`config.mk`:
```
export PLATFORM = sky130hd
export DESIGN_NAME = branch_prediction_unit
export DESIGN_NICKNAME = d
export VERILOG_FILES = /design/src/rtl/branch_prediction_unit_pkg.sv /design/src/rtl/bp_sat_counter.sv /design/src/rtl/branch_prediction_unit.sv
export SDC_FILE = /design/constraint.sdc
export NUM_CORES = 1
export LEC_CHECK = 0
export ABC_AREA = 1
export BUFFER_PORTS_ARGS = -buffer_cell sky130_fd_sc_hd__buf_2
export CAP_MARGIN = 10
export CORE_ASPECT_RATIO = 1.5
export CORE_MARGIN = 4
export CORE_UTILIZATION = 57
export DETAILED_ROUTE_END_ITERATION = 16
export PLACE_DENSITY_LB_ADDON = 0.1
export SYNTH_ARGS = -nofsm -noshare
export SYNTH_HDL_FRONTEND = slang
export SYNTH_SLANG_ARGS = --single-unit
```
`constraint.sdc`:
```
create_clock -name CLK -period 2.4 [get_ports CLK]
set_input_delay 0.48 -clock CLK [delete_from_list [all_inputs] [get_ports CLK]]
set_output_delay 0.48 -clock CLK [all_outputs]
set_load 0.05 [all_outputs]
```
`src/rtl/branch_prediction_unit_pkg.sv`:
```
// rtl/branch_prediction_unit_pkg.sv - shared counter encodings and PC-to-index helper for the branch predictor
package branch_prediction_unit_pkg;

    // 2-bit saturating counter states held in each BHT entry
    typedef enum logic [1:0] {
        SNT = 2'b00,
        WNT = 2'b01,
        WT  = 2'b10,
        ST  = 2'b11
    } bht_cnt_e;

    // Every entry starts weakly not-taken so one taken outcome flips it
    localparam logic [1:0] BHT_RESET = WNT;

    // Word-aligned PCs: drop the byte offset, keep index_bits of the word address
    function automatic logic [31:0] bht_index(input logic [31:0] pc, input int index_bits);
        logic [31:0] mask;
        mask = (32'd1 << index_bits) - 32'd1;
        return (pc >> 2) & mask;
    endfunction

endpackage

```
`src/rtl/bp_sat_counter.sv`:
```
// rtl/bp_sat_counter.sv - combinational next-state of a 2-bit saturating branch counter
module bp_sat_counter
    import branch_prediction_unit_pkg::*;
(
    input  logic [1:0] cur,
    input  logic       taken,
    output logic [1:0] nxt
);

    // Step toward ST on taken, toward SNT on not taken, holding at either end
    always_comb begin
        nxt = cur;
        if (taken) begin
            if (cur != ST) begin
                nxt = cur + 2'd1;
            end
        end else begin
            if (cur != SNT) begin
                nxt = cur - 2'd1;
            end
        end
    end

endmodule

```
`src/rtl/branch_prediction_unit.sv`:
```
// rtl/branch_prediction_unit.sv - 2-bit BHT predictor with ID lookup, EX resolve/flush and statistics
module branch_prediction_unit
    import branch_prediction_unit_pkg::*;
#(
    parameter int INDEX_BITS = 6,
    parameter int CNT_WIDTH  = 32
) (
    input  logic                 CLK,
    input  logic                 RESET,
    input  logic [31:0]          ID_PC,
    input  logic                 ID_IS_BRANCH,
    input  logic                 STALL,
    input  logic                 EX_BRANCH_RESULT,
    output logic                 TAKE_BRANCH,
    output logic                 EARLY_PREDICTION,
    output logic                 FLUSH,
    output logic [CNT_WIDTH-1:0] BRANCH_COUNT,
    output logic [CNT_WIDTH-1:0] MISPREDICT_COUNT
);

    localparam int ENTRIES = 1 << INDEX_BITS;

    logic [1:0]            bht [ENTRIES];
    logic [INDEX_BITS-1:0] id_idx;
    logic [INDEX_BITS-1:0] ex_idx;
    logic                  ex_valid;
    logic                  ex_pred;
    logic                  id_pred;
    logic [1:0]            ex_cnt;
    logic [1:0]            ex_cnt_next;
    logic [CNT_WIDTH-1:0]  branch_count;
    logic [CNT_WIDTH-1:0]  mispredict_count;

    // ID lookup reads the registered table, so a same-entry update this cycle is not seen
    assign id_idx  = INDEX_BITS'(bht_index(ID_PC, INDEX_BITS));
    assign id_pred = bht[id_idx][1];

    // EX resolve: a mismatch between the carried prediction and the real outcome flushes
    assign EARLY_PREDICTION = ex_pred;
    assign FLUSH            = ex_valid & (EX_BRANCH_RESULT != ex_pred);
    assign TAKE_BRANCH      = ID_IS_BRANCH & id_pred & ~FLUSH & ~STALL;

    assign BRANCH_COUNT     = branch_count;
    assign MISPREDICT_COUNT = mispredict_count;

    assign ex_cnt = bht[ex_idx];

    bp_sat_counter u_sat_counter (
        .cur   (ex_cnt),
        .taken (EX_BRANCH_RESULT),
        .nxt   (ex_cnt_next)
    );

    // ID/EX shadow: carry the prediction forward, inserting a bubble on flush or stall
    always_ff @(posedge CLK or negedge RESET) begin
        if (!RESET) begin
            ex_valid <= 1'b0;
            ex_pred  <= 1'b0;
            ex_idx   <= '0;
        end else if (FLUSH || STALL) begin
            ex_valid <= 1'b0;
            ex_pred  <= 1'b0;
        end else begin
            ex_valid <= ID_IS_BRANCH;
            ex_pred  <= id_pred & ID_IS_BRANCH;
            ex_idx   <= id_idx;
        end
    end

    // BHT: train the single entry of the branch resolving in EX
    always_ff @(posedge CLK or negedge RESET) begin
        if (!RESET) begin
            for (int i = 0; i < ENTRIES; i++) begin
                bht[i] <= BHT_RESET;
            end
        end else if (ex_valid) begin
            bht[ex_idx] <= ex_cnt_next;
        end
    end

    // Statistics: resolved branches and mispredictions, wrapping naturally
    always_ff @(posedge CLK or negedge RESET) begin
        if (!RESET) begin
            branch_count     <= '0;
            mispredict_count <= '0;
        end else begin
            if (ex_valid) begin
                branch_count <= branch_count + 1'b1;
            end
            if (FLUSH) begin
                mispredict_count <= mispredict_count + 1'b1;
            end
        end
    end

endmodule

```
; After elaboration in Yosys (flattened, before gate mapping)
; Index checks and enable logic that the tools add are counted.
[word_totals]
register_bits = 200
input_bits = 37
out_inout_bits = 67
wordCells = 103
[op_classes]
addsub = 4
magnitude_cmp = 3
eq_ne = 2
n_mux = 14
bitwise = 8
reduce_logical = 3
[ops]
columns = op, count
row1 = 128-bit bitwise mux, 1
row2 = 32-bit by 1-bit adder with 32-bit output (second input constant), 2
row3 = 2-bit binary-select mux with 6-bit select, 2
row4 = 2-bit 2-to-1 mux, 8
row5 = 7-bit >= comparator (second input constant), 2
row6 = 6-bit inverter with 7-bit output, 2
row7 = 2-bit demux with 6-bit select, 1
row8 = 7-bit by 1-bit < comparator with 1-bit output (second input constant), 1
row9 = 1-bit bitwise AND, 4
row10 = 2-bit by 1-bit adder with 2-bit output (second input constant), 1
row11 = 1-bit 2-to-1 mux, 2
row12 = 2-bit != test (second input constant), 1
row13 = 1-bit inverter, 2
row14 = 2-bit nonzero test, 1
row15 = 2-bit by 1-bit subtractor with 2-bit output (second input constant), 1
row16 = 1-bit logical AND, 1
row17 = 1-bit logical OR, 1
row18 = 1-bit != test, 1

; Depth between registers and ports, before layout
; Gate-level depths: netlist (run 1).
[depth]
word_depth = 8
depth_mapped = 18
depth_no_buf = 16

; Modules after synthesis
; A second synthesis (run 1) with hierarchy kept.
[hier_totals]
cells_unflattened = 1372
area_unflattened_um2 = 10546.4
[by_module_without_submodules]
columns = module, instances, cells_each, area_each_um2, seq_area_each_um2
row1 = branch_prediction_unit, 1, 1366, 10521.3, 5084.9
row2 = bp_sat_counter, 1, 6, 25.0, 0.0

; Worst setup path after synthesis (run 1)
; Ideal clock, no wire load.
[synth_path]
kind = input-to-output
start = input port ID_PC[2]
end = output port TAKE_BRANCH
arrival_time_ns = 2.461
required_time_ns = 1.920
slack_ns = -0.541
cell_stages = 10
n_path_buf = 3
path_cell_list = clkbuf_1 > inv_1 > clkbuf_1 > clkbuf_1 > a21oi_1 > o21ai_0 > nand3_1 > nand3_1 > nand3_1 > a21oi_1
[synth_via]
elab_chain_len = 7
[synth_rtl]
columns = element, line_no
row1 = from (decl), branch_prediction_unit.sv:10  ; input logic [31:0] ID_PC,
row2 = 6-bit inverter with 7-bit output (not written as such), branch_prediction_unit.sv:36  ; assign id_pred = bht[id_idx][1];
row3 = 2-bit binary-select mux with 6-bit select, branch_prediction_unit.sv:36
row4 = 2-bit 2-to-1 mux (not written as such) (2 in a row), branch_prediction_unit.sv:36
row5 = 1-bit bitwise AND (3 in a row), branch_prediction_unit.sv:41  ; assign TAKE_BRANCH = ID_IS_BRANCH & id_pred & ~FLUSH & ~STALL;
row6 = to (decl), branch_prediction_unit.sv:14  ; output logic TAKE_BRANCH,
; No other way between the ends. The select of a mux whose other input is x is not followed.

; Worst setup path after layout (run 1)
[layout_path]
start = register ex_idx[0]
end = register bht[2] (netlist name)
[layout_via]
elab_chain_len = 8
word_cells_on_any_way = 17
cone_classes = add/sub (2) / order compare (2) / eq/ne (1) / mux (9) / bitwise (1) / reduce/logical (2)
[layout_rtl]
columns = element, line_no
row1 = from (decl), branch_prediction_unit.sv:25  ; logic [INDEX_BITS-1:0] ex_idx;
row2 = from (signal assigned), branch_prediction_unit.sv:66  ; ex_idx <= id_idx;
row3 = 6-bit inverter with 7-bit output (not written as such) *, "branch_prediction_unit.sv:46, branch_prediction_unit.sv:77"
row4 = 2-bit binary-select mux with 6-bit select, branch_prediction_unit.sv:46  ; assign ex_cnt = bht[ex_idx];
row5 = 2-bit 2-to-1 mux (not written as such) (2 in a row), branch_prediction_unit.sv:46
row6 = "2-bit by 1-bit subtractor with 2-bit output, or another cell as far along", bp_sat_counter.sv:19  ; nxt = cur - 2'd1;
row7 = "2-bit 2-to-1 mux, on equally long branches", "bp_sat_counter.sv:18, bp_sat_counter.sv:14"
row8 = 2-bit 2-to-1 mux, bp_sat_counter.sv:13  ; if (taken) begin
row9 = 128-bit bitwise mux *, branch_prediction_unit.sv:77  ; bht[ex_idx] <= ex_cnt_next;
row10 = "to (signal, indexed assignment)", branch_prediction_unit.sv:77
row11 = to (decl), branch_prediction_unit.sv:23  ; logic [1:0] bht [ENTRIES];
; Mark *: on every way between the ends. The rest lies on a longest branch, timed or not. The select of a mux whose other input is x is not followed.
; A chain may end at the register's enable or synchronous reset.

==> qor.txt, run 1 <==
Syn-to-layout area delta -> 25.0%
TritonRoute pass-1 iters -> 7
Core ar. -> 0.0192 mm^2
Synth Instances -> 1576
RSZ-0062 raised after global routing -> yes
placed cell area -> 0.0122 mm^2
Multi-input gate area -> 0.00550 mm^2
post-synthesis sequential area ratio -> 45.7%
drc violations -> 0
I/O pin count -> 104
hpwl dp -> 22.1 mm
clock sink total -> 200
area of the mapped netlist -> 0.0111 mm^2
Synth Net Count -> 1615
I/O Buffers -> 77
Avg Cell Area, Syn -> 7.06 um^2
post-layout power -> 11.8 mW
failing checks -> negative setup slack
status -> finished, violations left
Distinct cells, synth -> 31
worst-case hold slack -> 333 ps
met3 Use GR -> 4.45%
DIE WIDTH -> 122 um
met2 usage -> 52.0%
Starting Density -> 58.1%
Max FO, Critical Path -> 8
initial DRC count -> 1068
most common cell after layout, fill and taps aside -> nand2_1
crit-path most repeated cell -> nand2_1
Total GRT Usage -> 30.5%
initial antenna violation count -> 0
fillers -> 1547
max cap viols -> 0
TritonCTS Buffers -> 17
top-area cell type share of the netlist area -> 30.6%
CP endpoint kind -> flip-flop
top cells by area, synth -> dfrtp_1 (31%), nand2_1 (22%), dfstp_2 (15%), inv_1 (6.6%), nand3_1 (5.7%)
Slew Viols, Final -> 0
DR vias/cell -> 5.60
Fin. Hold Viols -> 0
GRT busiest layer -> met2
sum of negative setup slack -> -1740 ps
CTS tree -> yes
die height -> 179 um
fin util -> 72.6%
Layout Nets -> 1761
slowest cell delay on critical path -> 500 ps
worst hold path type -> in2reg
layout cell share with drive strength beyond 1 -> 22.9%
commonest cells after routing, fill and taps aside -> nand2_1 (567), inv_1 (186), dfrtp_1 (134), nor2_1 (120), nand3_1 (120)
site row count -> 62
GR Overflow Total -> 0
Cell Pwr Density -> 849 mW/mm^2
Post-Route WL -> 35.9 mm
Bufs on Longest Clock Path -> 2
DR vias -> 11156
Reg clk slew, reported paths -> 70 ps
ANT nets after route -> 0
FF/Latch Area -> 0.00509 mm^2
fin crit share -> 102%
WP buf/inv -> 6
Critical Setup Path Class -> reg2reg
global-route wire length before repair -> 52.1 mm
Placer Congestion -> 0.943
Rel. slew slack -> 57.6%
post-route minimum period -> 2460 ps
critical path's slowest cell -> dfrtp_2
P_leak -> 7.23 nW
Final WS setup -> -58.0 ps
Die ar. -> 0.0219 mm^2
post-synth top area cell -> dfrtp_1
fmax -> 407 MHz
WL/cell -> 18.0 um
endpoints failing setup -> 53
Ys Warns -> 0
Root Buffer -> clkbuf_16
placed cells -> 1925
WP data required -> 2790 ps
Layout Cells excl Fill -> 1991
diode count -> 0
final non-filler cell area -> 0.0139 mm^2
Clock Latency Late Sink -> 460 ps
Worst Max-Slew Pin Slew -> 635 ps
Setup Skew -> 13.9 ps
CP arrival -> 2850 ps
critical-path cell list -> buf_12 > clkbuf_16 > buf_8 > nand2_2 > nand2_1 > nand2_1 > nand2_1 > nand2_1 > nand2_1 > nand2_1 > nand2_1 > inv_1 > nand2_1 > nor2_2 > buf_6 > nand2_8 > nand2_8 > clkbuf_16 > nand2_4 > nand2_1
Yosys reg bits -> 200
largest net degree at the start of global routing -> 55
critical path startpoint category -> flip-flop
Worst path top cell family by delay -> simple AND/OR/NAND/NOR gates
met1 global-route usage -> 37.9%
CTS HTree Levels -> 4
vias in the first global route -> 10380
pre-CTS WS -> -170 ps
VDD IR max -> 0.000685 V
==> path summary, 6_finish.rpt <==
path / cells after the start / startpoint / slack (ps) / to
setup / recovery: 20 / ex_idx[0] / -60 / bht[2]
hold / removal: 3 / ID_PC[6] / 330 / ex_idx[4]
min in group asynchronous: 2 / RESET / 550 / bht[121]
max in group asynchronous: 3 / RESET / 1070 / bht[10]
setup reg to reg: 20 / ex_idx[0] / -60 / bht[2]
hold reg to reg: 2 / bht[6] / 460 / bht[6]
==> repair_timing <==
| action | CTS | global route |
|---|---|---|
| endpoints found under the setup margin | 28 | 131 |
| buffers inserted | 1 | 12 |
| resized for setup | 24 | 168 |
| cloned | 0 | 20 |
| pin swaps | 3 | 77 |
| endpoints found under the hold margin | 22 | 0 |
| hold buffers | 1 | 0 |
==> worst reg2reg max path, cell delays in order, from the launching register on <==
cell,delay [ps]
dfrtp_2,500
buf_12,170
clkbuf_16,140
buf_8,120
nand2_2,50
nand2_1,60
nand2_1,90
nand2_1,70
nand2_1,60
nand2_1,70
nand2_1,60
nand2_1,50
inv_1,40
nand2_1,50
nor2_2,90
buf_6,160
nand2_8,90
nand2_8,180
clkbuf_16,220
nand2_4,50
nand2_1,80
==> cells by family after synthesis <==
| family | Yosys count | share of synthesized area (%) |
|---|---|---|
| buffers and inverters | 249 | 9.39 |
| xor gates and xnor gates | 60 | 4.72 |
| adders and majority gates | 2 | 0.225 |
| DFF | 200 | 45.7 |
| and+or+nand+nor | 970 | 35.4 |
| AOI/OAI and AO/OA | 95 | 4.54 |
==> state kept, by name, summed over array words and instances (netlist names) <==
name              cells
bht                 128
ex_valid              1
BRANCH_COUNT         32
EARLY_PREDICTION      1
ex_idx                6
MISPREDICT_COUNT     32
==> routing by layer <==
metal  routed length (um)  vias to the layer above
li1                     -                     5156
met2                17500                      550
met3                 2610                      175
met1                13200                     5275
met4                 2640                        0
met5                    0                        -
==> synthesized netlist by cell type <==
cell type,n
inv_1,195
nand3_1,127
xor2_1,46
nor4_1,3
a21oi_1,27
nand3b_1,2
o21ai_1,2
nand2_4,1
nor2_1,124
o211ai_1,6
ha_1,2
or2_1,1
nor3_1,39
buf_4,10
nand2_1,646
buf_6,7
o21ai_0,56
nor2_2,3
o21a_1,1
or2_2,4
o21ba_2,1
buf_1,2
inv_2,2
xnor2_1,14
dfrtp_1,136
o221ai_1,2
clkbuf_1,17
nand2_2,2
dfstp_2,64
nand4_1,18
buf_2,16
==> cell type report <==
class	instances	share of cell area [%]
Inverter	197	5.35
Sequential cell	200	36.6
Multi-Input combinational cell	1128	39.5
Clock buffer	18	3.08
Clock inverter	14	1.17
Timing Repair Buffer	178	12.0
Tap cell	256	2.30
==> power breakdown <==
part	switching (mW)	internal (mW)
sequential	0.558	4.20
clock	1.38	1.56
combinational	2.57	1.54
(Power assumes the default switching activity.)
==> inputs of run 2 (changes only) <==
--- a/config.mk
+++ b/config.mk
@@ -8,11 +8,14 @@
 export ABC_AREA = 1
 export BUFFER_PORTS_ARGS = -buffer_cell sky130_fd_sc_hd__buf_2
 export CAP_MARGIN = 10
+export CELL_PAD_IN_SITES_DETAIL_PLACEMENT = 0
+export CELL_PAD_IN_SITES_GLOBAL_PLACEMENT = 1
 export CORE_ASPECT_RATIO = 1.5
 export CORE_MARGIN = 4
-export CORE_UTILIZATION = 57
+export CORE_UTILIZATION = 44
 export DETAILED_ROUTE_END_ITERATION = 16
 export PLACE_DENSITY_LB_ADDON = 0.1
+export SKIP_LAST_GASP = 1
 export SYNTH_ARGS = -nofsm -noshare
 export SYNTH_HDL_FRONTEND = slang
 export SYNTH_SLANG_ARGS = --single-unit
==> qor.txt, run 2 (synthesis results as in run 1) <==
status -> finished, final reports clean (was finished, violations left)
Worst Max-Slew Pin Slew -> 638 ps (was 635 ps)
Logic pwr share -> 30.9% (was 34.8%)
I/O Buffers -> 77 (unchanged)
WP data required -> 1920 ps (was 2790 ps)
Final WS setup -> 4.10 ps (was -58.0 ps)
Core ar. -> 0.0250 mm^2 (was 0.0192 mm^2)
CTS HTree Levels -> 4 (unchanged)
initial DRC count -> 735 (was 1068)
Clock Latency Late Sink -> 450 ps (was 460 ps)
pre-CTS WS -> -179 ps (was -170 ps)
site row count -> 71 (was 62)
Die ar. -> 0.0279 mm^2 (was 0.0219 mm^2)
fmax -> 417 MHz (was 407 MHz)
Placer Congestion -> 0.899 (was 0.943)
Setup Skew -> 12.0 ps (was 13.9 ps)
Post-Route WL -> 34.8 mm (was 35.9 mm)
RSZ-0062 raised after global routing -> yes (unchanged)
TritonCTS Buffers -> 17 (unchanged)
max cap viols -> 0 (unchanged)
Root Buffer -> clkbuf_16 (unchanged)
global-route wire length before repair -> 55.0 mm (was 52.1 mm)
switching power -> 4.17 mW (was 4.51 mW)
VDD IR max -> 0.000571 V (was 0.000685 V)
commonest cells after routing, fill and taps aside -> nand2_1 (641), inv_1 (187), dfrtp_1 (133), nand3_1 (122), nor2_1 (120) (was nand2_1 (567), inv_1 (186), dfrtp_1 (134), nor2_1 (120), nand3_1 (120))
diode count -> 0 (unchanged)
CTS tree -> yes (unchanged)
critical path startpoint category -> flip-flop (unchanged)
Slew Viols, Final -> 0 (unchanged)
clock sink total -> 200 (unchanged)
DR vias/cell -> 5.04 (was 5.60)
Syn-to-layout area delta -> 20.0% (was 25.0%)
I/O pin count -> 104 (unchanged)
Biggest register -> bht (unchanged)
fillers -> 2493 (was 1547)
Sw Ratio -> 38.0% (was 38.2%)
post-route minimum period -> 2400 ps (was 2460 ps)
Critical Setup Path Class -> reg2out (was reg2reg)
Cell Pwr Density -> 823 mW/mm^2 (was 849 mW/mm^2)
most common cell after layout, fill and taps aside -> nand2_1 (unchanged)
CP endpoint kind -> output pin (was flip-flop)
DR vias -> 10360 (was 11156)
Max FO, Critical Path -> 2 (was 8)
Bufs on Longest Clock Path -> 2 (unchanged)
initial antenna violation count -> 0 (unchanged)
Reg clk slew, reported paths -> 80 ps (was 70 ps)
TritonRoute pass-1 iters -> 5 (was 7)
critical path's slowest cell -> dfrtp_1 (was dfrtp_2)
setup slack, reg-to-reg -> 90 ps (was -60 ps)
Fin. Hold Viols -> 0 (unchanged)
slowest cell delay on critical path -> 360 ps (was 500 ps)
crit-path most repeated cell -> nand3_1 (was nand2_1)
WL/cell -> 17.0 um (was 18.0 um)
GR Overflow Total -> 0 (unchanged)
worst hold path type -> in2async (was in2reg)
Starting Density -> 44.6% (was 58.1%)
Int Pwr -> 6.81 mW (was 7.30 mW)
DIE WIDTH -> 138 um (was 122 um)
Seq pwr share -> 43.0% (was 40.3%)
die height -> 203 um (was 179 um)
Rel. slew slack -> 57.4% (was 57.6%)
ANT nets after route -> 0 (unchanged)
critical-path cell list -> inv_1 > a21oi_1 > o21ai_0 > o211ai_1 > nand3_1 > nand3_1 > nand3_2 > a21oi_4 > buf_8 (was buf_12 > clkbuf_16 > buf_8 > nand2_2 > nand2_1 > nand2_1 > nand2_1 > nand2_1 > nand2_1 > nand2_1 > nand2_1 > inv_1 > nand2_1 > nor2_2 > buf_6 > nand2_8 > nand2_8 > clkbuf_16 > nand2_4 > nand2_1)
Total GRT Usage -> 25.3% (was 30.5%)
vias in the first global route -> 10092 (was 10380)
sum of negative setup slack -> 0 ps (was -1740 ps)
fin crit share -> 99.8% (was 102%)
Layout Nets -> 1752 (was 1761)
hpwl dp -> 24.5 mm (was 22.1 mm)
Largest register FFs -> 128 (unchanged)
drc violations -> 0 (unchanged)
Clk pwr share -> 26.0% (was 24.9%)
CTS Hold Bufs -> 0 (was 1)
P_leak -> 6.87 nW (was 7.23 nW)
layout cell share with drive strength beyond 1 -> 18.0% (was 22.9%)
largest net degree at the start of global routing -> 61 (was 55)
CP arrival -> 1920 ps (was 2850 ps)
endpoints failing setup -> 0 (was 53)
## run 2: worst max-delay path: cells and delay by family, from the launching register on
family | cells | cell delay, ps
DFF | 1 | 360
AOI/OAI and AO/OA | 4 | 540
and+or+nand+nor | 3 | 320
buffers and inverters | 2 | 250
## run 2: per-stage QoR
step           hold slack, ps  area [um^2]  cells  utilization [%]  total power [mW]
2_1_floorplan             184        11100   1576                -              6.69
3_3_place_gp              453        12400   2005             49.7              7.80
6_report                 5.14        13400   2054             53.5              11.0
5_1_grt                  26.8        13400   2054             53.5              11.7
3_5_place_dp              456        12400   2005             49.7              7.83
4_1_cts                  39.1        13000   2040             52.3              10.7
## run 2: routing by layer
metal | part of all wire, % | GRT usage, %
met2 | 51 | 43.5
met5 | 0 | 0
met1 | 42 | 32.7
met4 | 2.9 | 7.98
met3 | 4.4 | 3.45
## run 2: timing repair
item,4_1_cts,5_1_grt
gates cloned,1,5
setup buffers,2,9
endpoints found under the setup margin,1,130
resized for setup,30,47
pin swaps,6,18
## run 2: power groups by stage
stage	Clock (mW)	Sequential (mW)	Combinational, mW
3_5_place_dp	0	4.77	3.06
5_1_grt	3.09	4.82	3.74
3_3_place_gp	0	4.77	3.02
4_1_cts	2.93	4.73	3.09
6_report	2.86	4.73	3.40
2_1_floorplan	0	4.90	1.79
## run 2: cell type report
cell class / instances / area [um^2] / area share [%]
clock buffers: 18 / 439 / 3.29
clock inverters: 14 / 128 / 0.955
inverters: 197 / 744 / 5.57
multi-input cells: 1127 / 5110 / 38.3
flip-flops and latches: 200 / 5090 / 38.1
well taps: 328 / 410 / 3.07
repair buffers: 170 / 1430 / 10.7
## run 2: final timing paths
path / startpoint / endpoint / depth (start not counted)
worst max-delay path: bht[3] / TAKE_BRANCH / 9
worst min-delay path: RESET / bht[85] / 1
worst max register to register: ex_idx[0] / bht[80] / 13
worst min register to register: bht[60] / bht[60] / 2
max in group asynchronous: RESET / bht[64] / 2
min in group CLK: ID_PC[7] / ex_idx[5] / 3
